**config.mk**
```make
export PLATFORM = sky130hd
export DESIGN_NAME = sc_dmem_arbiter
export DESIGN_NICKNAME = d
export VERILOG_FILES = /design/src/rtl/sc_dmem_arbiter.sv
export SDC_FILE = /design/constraint.sdc
export NUM_CORES = 1
export LEC_CHECK = 0
export ABC_AREA = 1
export CAP_MARGIN = 20
export CORE_AREA = 2 2 116 118
export CTS_CLUSTER_DIAMETER = 60
export DETAILED_ROUTE_END_ITERATION = 10
export DIE_AREA = 0 0 118 120
export PLACE_DENSITY = 0.72
export SKIP_CTS_REPAIR_TIMING = 1
export SLEW_MARGIN = 15
export SYNTH_ARGS = -nofsm -noshare
export SYNTH_HDL_FRONTEND = slang
export SYNTH_SLANG_ARGS = --single-unit
```
**constraint.sdc**
```tcl
create_clock -name clock -period 3.4 [get_ports clock]
set_input_delay 0.51 -clock clock [delete_from_list [all_inputs] [get_ports clock]]
set_output_delay 0.51 -clock clock [all_outputs]
set_load 0.05 [all_outputs]
```
**src/rtl/sc_dmem_arbiter.sv**
```systemverilog
// sc_dmem_arbiter: shares the single data-memory port between the single-cycle
// CPU and one external master (debug/loader). The external side is served in
// bounded bursts of at most MAX_BURST transfers; the CPU is frozen through
// cpu_stall while the port is lent out.
//
// Optional feature macro: DMEM_ARB_IO_PROTECT_EN
//   defined     -> external writes with ext_addr[7]=1 (I/O region) are blocked
//                  and flagged by an ext_err pulse alongside ext_ack.
//   not defined -> ext_err stays 0 and all external writes pass through.
//
// Memory read data is valid one cycle after the address is presented, so the
// external address is already driven in HANDOVER; the word read during EXT is
// therefore the one addressed the cycle before.
module sc_dmem_arbiter #(
    parameter int unsigned ADDR_W    = 32,
    parameter int unsigned DATA_W    = 32,
    parameter int unsigned MAX_BURST = 4
) (
    input  logic              clock,
    input  logic              reset,
    input  logic [ADDR_W-1:0] cpu_addr,
    input  logic [DATA_W-1:0] cpu_wdata,
    input  logic              cpu_we,
    output logic [DATA_W-1:0] cpu_rdata,
    output logic              cpu_stall,
    input  logic              ext_req,
    input  logic [ADDR_W-1:0] ext_addr,
    input  logic [DATA_W-1:0] ext_wdata,
    input  logic              ext_we,
    output logic              ext_gnt,
    output logic              ext_ack,
    output logic [DATA_W-1:0] ext_rdata,
    output logic              ext_err,
    output logic [ADDR_W-1:0] mem_addr,
    output logic [DATA_W-1:0] mem_wdata,
    output logic              mem_we,
    input  logic [DATA_W-1:0] mem_rdata
);

    typedef enum logic [2:0] {
        ST_CPU,
        ST_HANDOVER,
        ST_EXT,
        ST_DONE,
        ST_RELEASE
    } state_t;

    localparam logic [4:0] MAX_B5 = 5'(MAX_BURST);
    localparam logic [3:0] MAX_B4 = 4'(MAX_BURST);

    state_t     state;
    logic [3:0] burst_cnt;
    logic [4:0] burst_inc;
    logic [3:0] burst_next;
    logic       ext_blocked;

`ifdef DMEM_ARB_IO_PROTECT_EN
    assign ext_blocked = ext_we & ext_addr[7];
`else
    assign ext_blocked = 1'b0;
`endif

    // Burst count after this transfer, saturating at MAX_BURST
    assign burst_inc  = {1'b0, burst_cnt} + 5'd1;
    assign burst_next = (burst_inc >= MAX_B5) ? MAX_B4 : burst_inc[3:0];

    assign cpu_rdata = mem_rdata;

    // Memory port mux; writes only from the owner's write cycle, never in reset
    always_comb begin
        mem_addr  = cpu_addr;
        mem_wdata = cpu_wdata;
        mem_we    = 1'b0;
        case (state)
            ST_CPU: mem_we = cpu_we;
            ST_HANDOVER, ST_DONE: begin
                mem_addr  = ext_addr;
                mem_wdata = ext_wdata;
            end
            ST_EXT: begin
                mem_addr  = ext_addr;
                mem_wdata = ext_wdata;
                mem_we    = ext_we & ~ext_blocked;
            end
            default: mem_we = 1'b0;
        endcase
        if (reset) begin
            mem_we = 1'b0;
        end
    end

    // Ownership FSM; pulse outputs are loaded on the edge entering their state
    // so that ext_gnt/ext_ack/ext_rdata/ext_err are visible during it
    always_ff @(posedge clock) begin
        if (reset) begin
            state     <= ST_CPU;
            burst_cnt <= '0;
            cpu_stall <= 1'b0;
            ext_gnt   <= 1'b0;
            ext_ack   <= 1'b0;
            ext_err   <= 1'b0;
            ext_rdata <= '0;
        end else begin
            ext_gnt <= 1'b0;
            ext_ack <= 1'b0;
            ext_err <= 1'b0;
            case (state)
                ST_CPU: begin
                    if (ext_req) begin
                        state     <= ST_HANDOVER;
                        cpu_stall <= 1'b1;
                        ext_gnt   <= 1'b1;
                    end
                end
                ST_HANDOVER: begin
                    state <= ST_EXT;
                end
                ST_EXT: begin
                    state     <= ST_DONE;
                    ext_ack   <= 1'b1;
                    ext_rdata <= mem_rdata;
                    ext_err   <= ext_blocked;
                end
                ST_DONE: begin
                    burst_cnt <= burst_next;
                    if (ext_req && (burst_inc < MAX_B5)) begin
                        state <= ST_EXT;
                    end else begin
                        state <= ST_RELEASE;
                    end
                end
                ST_RELEASE: begin
                    state     <= ST_CPU;
                    burst_cnt <= '0;
                    cpu_stall <= 1'b0;
                end
                default: begin
                    state     <= ST_CPU;
                    burst_cnt <= '0;
                    cpu_stall <= 1'b0;
                end
            endcase
        end
    end

endmodule

```
; ---- Yosys cells after proc, flatten, opt, wreduce, memory -nomap -nowiden
; Index checks and enable logic that the tools add are counted.
[word_totals]
reg_bits = 42
elab_cells = 34
romBits = 0
latchBits = 0
n_memories = 0
out_inout_bits = 133
ramBits = 0
[op_classes]
n_reduce_logical = 6
addsub = 1
mul = 0
magnitude_cmp = 2
n_eq_ne = 4
bitwise = 2
div_mod_pow = 0
shifts = 0
mux = 13
[op_table]
columns = cell, count
row1 = $mux W32, 2
row2 = $pmux W3 S4, 1
row3 = $pmux W4 S2, 1
row4 = $eq A3 B2 Y1 const B, 2
row5 = $mux W3, 2
row6 = $reduce_or A3 Y1, 2
row7 = $add A4 B1 Y5 const B, 1
row8 = $ge A5 B3 Y1 const B, 1
row9 = $lt A5 B3 Y1 const B, 1
row10 = $mux W1, 4
row11 = $mux W4, 1
row12 = $pmux W1 S2, 2
row13 = $eq A3 B1 Y1 const B, 1
row14 = $logic_not A3 Y1, 1
row15 = $ne A2 B2 Y1 const B, 1
row16 = $not A1 Y1, 2
row17 = $reduce_and A2 Y1, 1
row18 = $reduce_or A2 Y1, 1
row19 = $logic_and A1 B1 Y1, 1

; ---- Logic depth before layout (Yosys ltp)
; Gate-level depths: netlist of run 1.
[depth]
ltp_word = 5
ltp_mapped = 7
mapped_depth_nobuf = 6

; ---- Worst setup path after synthesis of run 1
; Ideal clock, no wire load.
[synth_path]
kind = input to output
from = input port reset
to = output port mem_we
t_arrival_ns = 1.848
setup_slack_ns = 1.042
n_path_buf = 1
stages = 4
cell_sequence = inv_1 > buf_2 > nand2_1 > o21ai_0
[synth_via]
elab_chain_cells = 1
[synth_lines]
columns = element, line
row1 = from (decl), 20  ; input logic reset,
row2 = $mux W1, 87  ; if (reset) begin
row3 = to (decl), 36  ; output logic mem_we,
; No other way between the ends.

; ---- Final worst setup path of run 1
[layout_path]
from = register state[2]
to = output port mem_addr[26]
[layout_via]
elab_chain_cells = 3
[layout_lines]
columns = element, line
row1 = from (decl), 51  ; state_t state;
row2 = from (signal assigned), 96  ; state <= ST_CPU;
row3 = from (signal assigned), 110  ; state <= ST_HANDOVER;
row4 = from (signal assigned), 116  ; state <= ST_EXT;
row5 = $eq A3 B2 Y1 / $eq A3 B1 Y1 (equally long branches), 74  ; case (state)
row6 = $reduce_or A3 Y1 (no line) (*), --
row7 = $mux W32 (*), 74
row8 = to (decl), 34  ; output logic [ADDR_W-1:0] mem_addr,
; Mark *: on every way between the ends. The rest lies on a longest branch, timed or not.

==> metrics, run 1 <==
FILL cells ~1300; Final Skew ~7.5 ps; Setup crit start kind flop; Overall Power approximately 2.3 mW; Final Max Slew Viols 0; worst hold path depth 2; ANT cells 0; initial antenna violation count 0; Syn Inst Count ~440; Rel. slew slack roughly 62%; Highest Signal Layer met4; crit-path cells inv_2, o21ai_4, buf_4, nand2_1, nand2_1, clkdlybuf4s50_1; Switching Fraction a little over two fifths; r2r setup slk ~1800 ps; PnR worst setup slack 496 ps; total global-route track usage about 16%; Final setup viols 0; Fin Hold WS 477 ps; logic gate share of total power 54.7%; htree depth 2; Crit Reg-Reg Startpoint state[0]; fin crit share 85.4%; clock buffer depth 2; cell taking the most area after synthesis dfxtp_1; global-route wire length before repair ~18000 um; DRC errors left 0; pre-CTS setup slack approximately 800 ps; critical-path maximum fanout between 40 and 50; Post-synth ARST share 0%; Crit path required time 2890 ps; final non-filler cell total a little under 900; Starting Density 20.5%; largest net degree at the start of global routing 54; clock share of power 22.6%; RSZ-0062 raised after global routing false; fin crit period between 2000 and 3000 ps; port bufs a little under 300; Peak VDD IR roughly 0.28 mV; HP Start ext_rdata[7]; post-synth top area share about a third; hold endpoint ext_rdata[7]; Max Cap Violations 0; Inst Count DP about 860; DRT Pass-1 Iters 4; Worst setup EP type primary output; vias per cell 4.08; Hold Vio Cnt, Final 0; CP arrival 2390 ps; total core area between 10000 and 15000 um2; post-DP HPWL 9850 um; post-synth cell types 21; Metal-1 WL a little over 5000 um; width of the chip 118 um; gr ovfl total 0; Seq cells post-synth 42; Area contributors post-synth dfxtp_1 (32%), nand2_1 (28%), buf_4 (12%); clock transition at the registers of the reported paths ~60 ps; R2R depth 5; fmax ~340 MHz; clk_lat worst skew between 200 and 300 ps; Post-synth top cells nand2_1 (201), nor2_1 (68), dfxtp_1 (42); clk sinks 42; vias in the first global route around 3400; DRT iter0 DRCs 193; critical path's slowest cell clkdlybuf4s50_1; TritonCTS buffer count 5; Die ar. 14200 um2; Worst Hold Class flop to flop; P per Cell Area around 420 nW/um2; area grow syn2layout 110%; Psw between 0.9 and 1 mW; syn_nets between 600 and 700; mean area per synthesized cell ~6.0 um2; CTS tree built; std cell rows between 40 and 50; drt wl/cell roughly 14 um; Ys Warns 0; Die H around 120 um; drt total wl between 10000 and 15000 um; met3 wire length around 1300 um; status finished clean; Routed Antenna Nets 0; Leak between 2 and 2.5 nW; Seq pwr share 22.7%; RR Endpoint ext_rdata[13]; Synth Flop Type dfxtp_1; Least-Margin Pin Slew 562 ps; count leader, synth nand2_1; EDFF count, synth 0; clock root buffer clkbuf_16; routed via count about 3500; Setup TNS Final 0 ps; sequential fraction of the synthesis area between 30% and 40%; met2 routed WL between 5000 and 6000 um; RePlAce Congestion around 0.85; WS Path Type flop to primary output; Syn Std Cell Area ~2700 um2; most used cell along the critical path nand2_1; critical path's largest stage delay between 800 and 900 ps; I/O pin cnt around 300; fin nets approximately 860; layout cells sized above 1 under 10%; P_int ~1.3 mW
-- cells by family (layout without fill, tap and decap cells) --
logic type,Yosys count,in the layout,synth area share (%)
simple gates,285,285,41.4
flops,42,42,31.6
fa+ha+maj,2,2,0.939
buf+inv,70,321,17.9
compound gates,42,42,8.03
other cells,1,1,0.141
-- how the worst max path moves through the flow --
stage,slack [ps],startpoint,cells past startpoint,endpoint
floorplan,1040,reset,4,mem_we
global placement,780,state[2],6,mem_addr[26]
detailed placement,810,state[2],6,mem_addr[26]
CTS,480,state[2],6,mem_addr[26]
global route,380,state[2],6,mem_addr[5]
finish,500,state[2],6,mem_addr[26]
-- power by group through the flow --
stage	Sequential [mW]	Combinational, mW	Clock [mW]
4_1_cts	0.529	1.29	0.543
6_report	0.529	1.28	0.527
2_1_floorplan	0.612	0.711	0
3_3_place_gp	0.539	1.28	0
3_5_place_dp	0.541	1.28	0
5_1_grt	0.532	1.34	0.561
-- final cells by class --
cell class	count	area, um2	share of cell area, %
multi-input combinational	330	1350	24.2
tap	176	220	3.93
timing repair buffer	300	2970	53.1
inverter	13	48.8	0.872
clock inverter	1	30.0	0.536
clock buffer	7	133	2.37
sequential	42	841	15.0
-- worst max-delay path, delay by kind of cell, from the launching register on --
kind	cells	cell delay (ps)
AO/OA/AOI/OAI	1	70
AND/OR/NAND/NOR	2	230
buffers and inverters	3	1350
flip-flops	1	450
-- metal layers --
metal / up-vias / track usage [%]
met2: 179 / 26.6
li1: 1822 / -
met1: 1535 / 20.1
met4: 0 / 4.14
met5: - / 0
met3: 8 / 5.75
-- registers in the layout (all words and copies together), names as in the netlist --
name,cells
ext_rdata,32
ext_gnt,1
state,3
cpu_stall,1
ext_ack,1
burst_cnt,4
-- layout by cell type (no fill, tap or decap) --
cell type        synthesis  layout
o21ai_0                 30      30
nor3_1                   2       2
inv_2                    3       3
nor2_4                   1       1
nand3_1                 11      11
clkdlybuf4s50_1          0     278
dfxtp_1                 42      42
a21oi_1                  6       6
clkbuf_1                 3       2
clkbuf_16                0       5
ha_1                     2       2
bufinv_16                0       1
inv_1                   10      10
o21ai_4                  0       1
nor2_1                  68      68
o21ai_1                  5       5
buf_4                   41      20
buf_12                   0       2
conb_1                   1       1
nand2_1                201     201
nand2_4                  1       1
or2_2                    1       1
-- metrics by stage --
stage / cell area (um2) / utilization [%]
5_1_grt: 5600 / 43.1
4_1_cts: 5600 / 43.1
6_report: 5600 / 43.1
3_5_place_dp: 5440 / 41.9
3_3_place_gp: 5440 / 41.9
2_1_floorplan: 2660 / -
(Power assumes the default switching activity.)
==> inputs of run 2 (changes only) <==
--- a/config.mk
+++ b/config.mk
@@ -11,7 +11,8 @@
 export CTS_CLUSTER_DIAMETER = 60
 export DETAILED_ROUTE_END_ITERATION = 10
 export DIE_AREA = 0 0 118 120
-export PLACE_DENSITY = 0.72
+export DONT_BUFFER_PORTS = 1
+export PLACE_DENSITY = 0.43
 export SKIP_CTS_REPAIR_TIMING = 1
 export SLEW_MARGIN = 15
 export SYNTH_ARGS = -nofsm -noshare
==> run 2 against run 1 <==
Net effect: clock skew down 5.2 ps; first-iteration DRC count decreased by 55%; power fell by 26%; sequential cell count unchanged; cell count down 34%; critical path type unchanged; combinational power fell by 49%; register-to-register slack lost 40 ps; largest cell class is now multi-input gates.
==> metrics, run 2 (synthesis results as in run 1) <==
I/O pin cnt 298 (unchanged); layout cells sized above 1 4.55% (was 5.05%); Final Skew 2.32 ps (was 7.52 ps); TritonCTS buffer count 5 (unchanged); clock root buffer clkbuf_16 (unchanged); Overall Power 1.72 mW (was 2.33 mW); Regs by FF count ext_rdata (32), burst_cnt (4), state (3) (unchanged); initial antenna violation count 0 (unchanged); Worst Hold Class primary input to flop (was flop to flop); FILL cells 1516 (was 1345); Switching Fraction 48.9% (was 42.9%); fin crit period 2630 ps (was 2900 ps); Leak 1.26 nW (was 2.43 nW); clk_lat worst skew 280 ps (about the same); Setup TNS Final 0 ps (unchanged); gr ovfl total 0 (unchanged); Final Max Slew Viols 0 (unchanged); Least-Margin Pin Slew 634 ps (was 562 ps); critical-path maximum fanout 31 (was 49); Crit path required time 2890 ps (about the same); CP arrival 2120 ps (was 2390 ps); ANT cells 0 (unchanged); Biggest register ext_rdata (unchanged); DRC errors left 0 (unchanged); P_int 0.878 mW (was 1.33 mW); largest net degree at the start of global routing 66 (was 54); Worst setup EP type primary output (unchanged); clock share of power 26.7% (was 22.6%); clock buffer depth 2 (unchanged); Routed Antenna Nets 0 (unchanged); DRT iter0 DRCs 87 (was 193); Rel. slew slack 57.7% (was 62.4%); Die H 120 um (unchanged); clk sinks 42 (unchanged); WS Path Type flop to primary output (unchanged); clock transition at the registers of the reported paths 60 ps (about the same); Die ar. 14200 um2 (unchanged); Psw 0.839 mW (was 1.00 mW); RSZ-0062 raised after global routing false (unchanged); global-route wire length before repair 13400 um (was 18300 um); fin nets 564 (was 859); vias in the first global route 2295 (was 3381); htree depth 2 (unchanged); Inst Count DP 566 (was 861); most common cell after layout, fill and taps aside nand2_1 (was clkdlybuf4s50_1); area of the multi-input gates 1350 um2 (unchanged); max FFs per register 32 (unchanged); Max Cap Violations 0 (unchanged); post-DP HPWL 7650 um (was 9850 um); fmax 380 MHz (was 344 MHz); std cell rows 42 (unchanged); commonest non-fill, non-tap cells in the layout nand2_1 (201), nor2_1 (68), dfxtp_1 (42) (was clkdlybuf4s50_1 (278), nand2_1 (201), nor2_1 (68)); width of the chip 118 um (unchanged); P per Cell Area 650 nW/um2 (was 416 nW/um2); fin crit share 77.4% (was 85.4%); final core utilization 20.3% (was 43.1%); Seq pwr share 35.5% (was 22.7%); RePlAce Congestion 0.969 (was 0.854); Final setup viols 0 (unchanged); CTS tree built (unchanged); vias per cell 4.32 (was 4.08); Hold Vio Cnt, Final 0 (unchanged); area grow syn2layout -0.893% (was 110%); port bufs 0 (was 296); FF/Latch Area 841 um2 (unchanged); Peak VDD IR 0.262 mV (was 0.277 mV); total core area 13000 um2 (unchanged); Starting Density 20.5% (unchanged); Setup crit start kind flop (unchanged); final non-filler cell total 572 (was 869); total global-route track usage 12.5% (was 16.2%); drt wl/cell 16.4 um (was 13.9 um); status finished clean (unchanged); logic gate share of total power 37.8% (was 54.7%); DRT Pass-1 Iters 4 (unchanged); routed via count 2473 (was 3544); drt total wl 9390 um (was 12100 um)
==> run 2: changes by cell type in the layout (fill, tap and decap cells not counted) <==
| cell | previous run | this run |
|---|---|---|
| o21ai_1 | 5 | 6 |
| clkbuf_1 | 2 | 0 |
| bufinv_16 | 1 | 0 |
| clkbuf_8 | 0 | 1 |
| buf_4 | 20 | 5 |
| o21ai_0 | 30 | 29 |
| clkdlybuf4s50_1 | 278 | 0 |
| buf_12 | 2 | 0 |
==> run 2: per-stage QoR <==
step	worst slack (ps)	cell area [um2]	hold WS [ps]
detailed placement	1040	2500	467
finish	767	2640	295
floorplan	1040	2660	447
global placement	1090	2500	465
global route	632	2640	285
CTS	725	2640	281
==> run 2: worst paths after layout <==
path         cells after the start  slack [ps]       endpoint          from
min reg2reg                      2         480   burst_cnt[3]  burst_cnt[3]
min                              1         290   burst_cnt[1]         reset
max reg2reg                      5        1800  ext_rdata[29]      state[0]
max                              5         770  mem_wdata[14]      state[0]
==> run 2: metal layers <==
metal	track usage, %	vias up	part of all wire [%]
li1	-	1224	-
met2	22.7	166	51
met3	5.70	12	12
met5	0	-	0
met4	4.44	0	1.8
met1	12.5	1071	35
==> run 2: power groups by stage <==
stage          registers, mW  clock network, mW  logic (mW)
2_1_floorplan          0.612                  0       0.711
3_3_place_gp           0.620                  0       0.650
3_5_place_dp           0.621                  0       0.656
4_1_cts                0.610              0.479       0.657
5_1_grt                0.612              0.501       0.690
6_report               0.609              0.459       0.649
==> run 2: cell type report <==
type	count	share of cell area (%)
Timing Repair Buffer	5	1.42
Sequential cell	42	31.8
Tap cell	176	8.34
Multi-Input combinational cell	330	51.3
Clock buffer	6	5.26
Inverter	13	1.85
==> run 2: worst max-delay path, cell delays in order, from the launching register on <==
cell and delay, ps:
dfxtp_1 500, o21ai_4 100, inv_2 400, buf_4 310, nand2_1 80, nand2_1 430
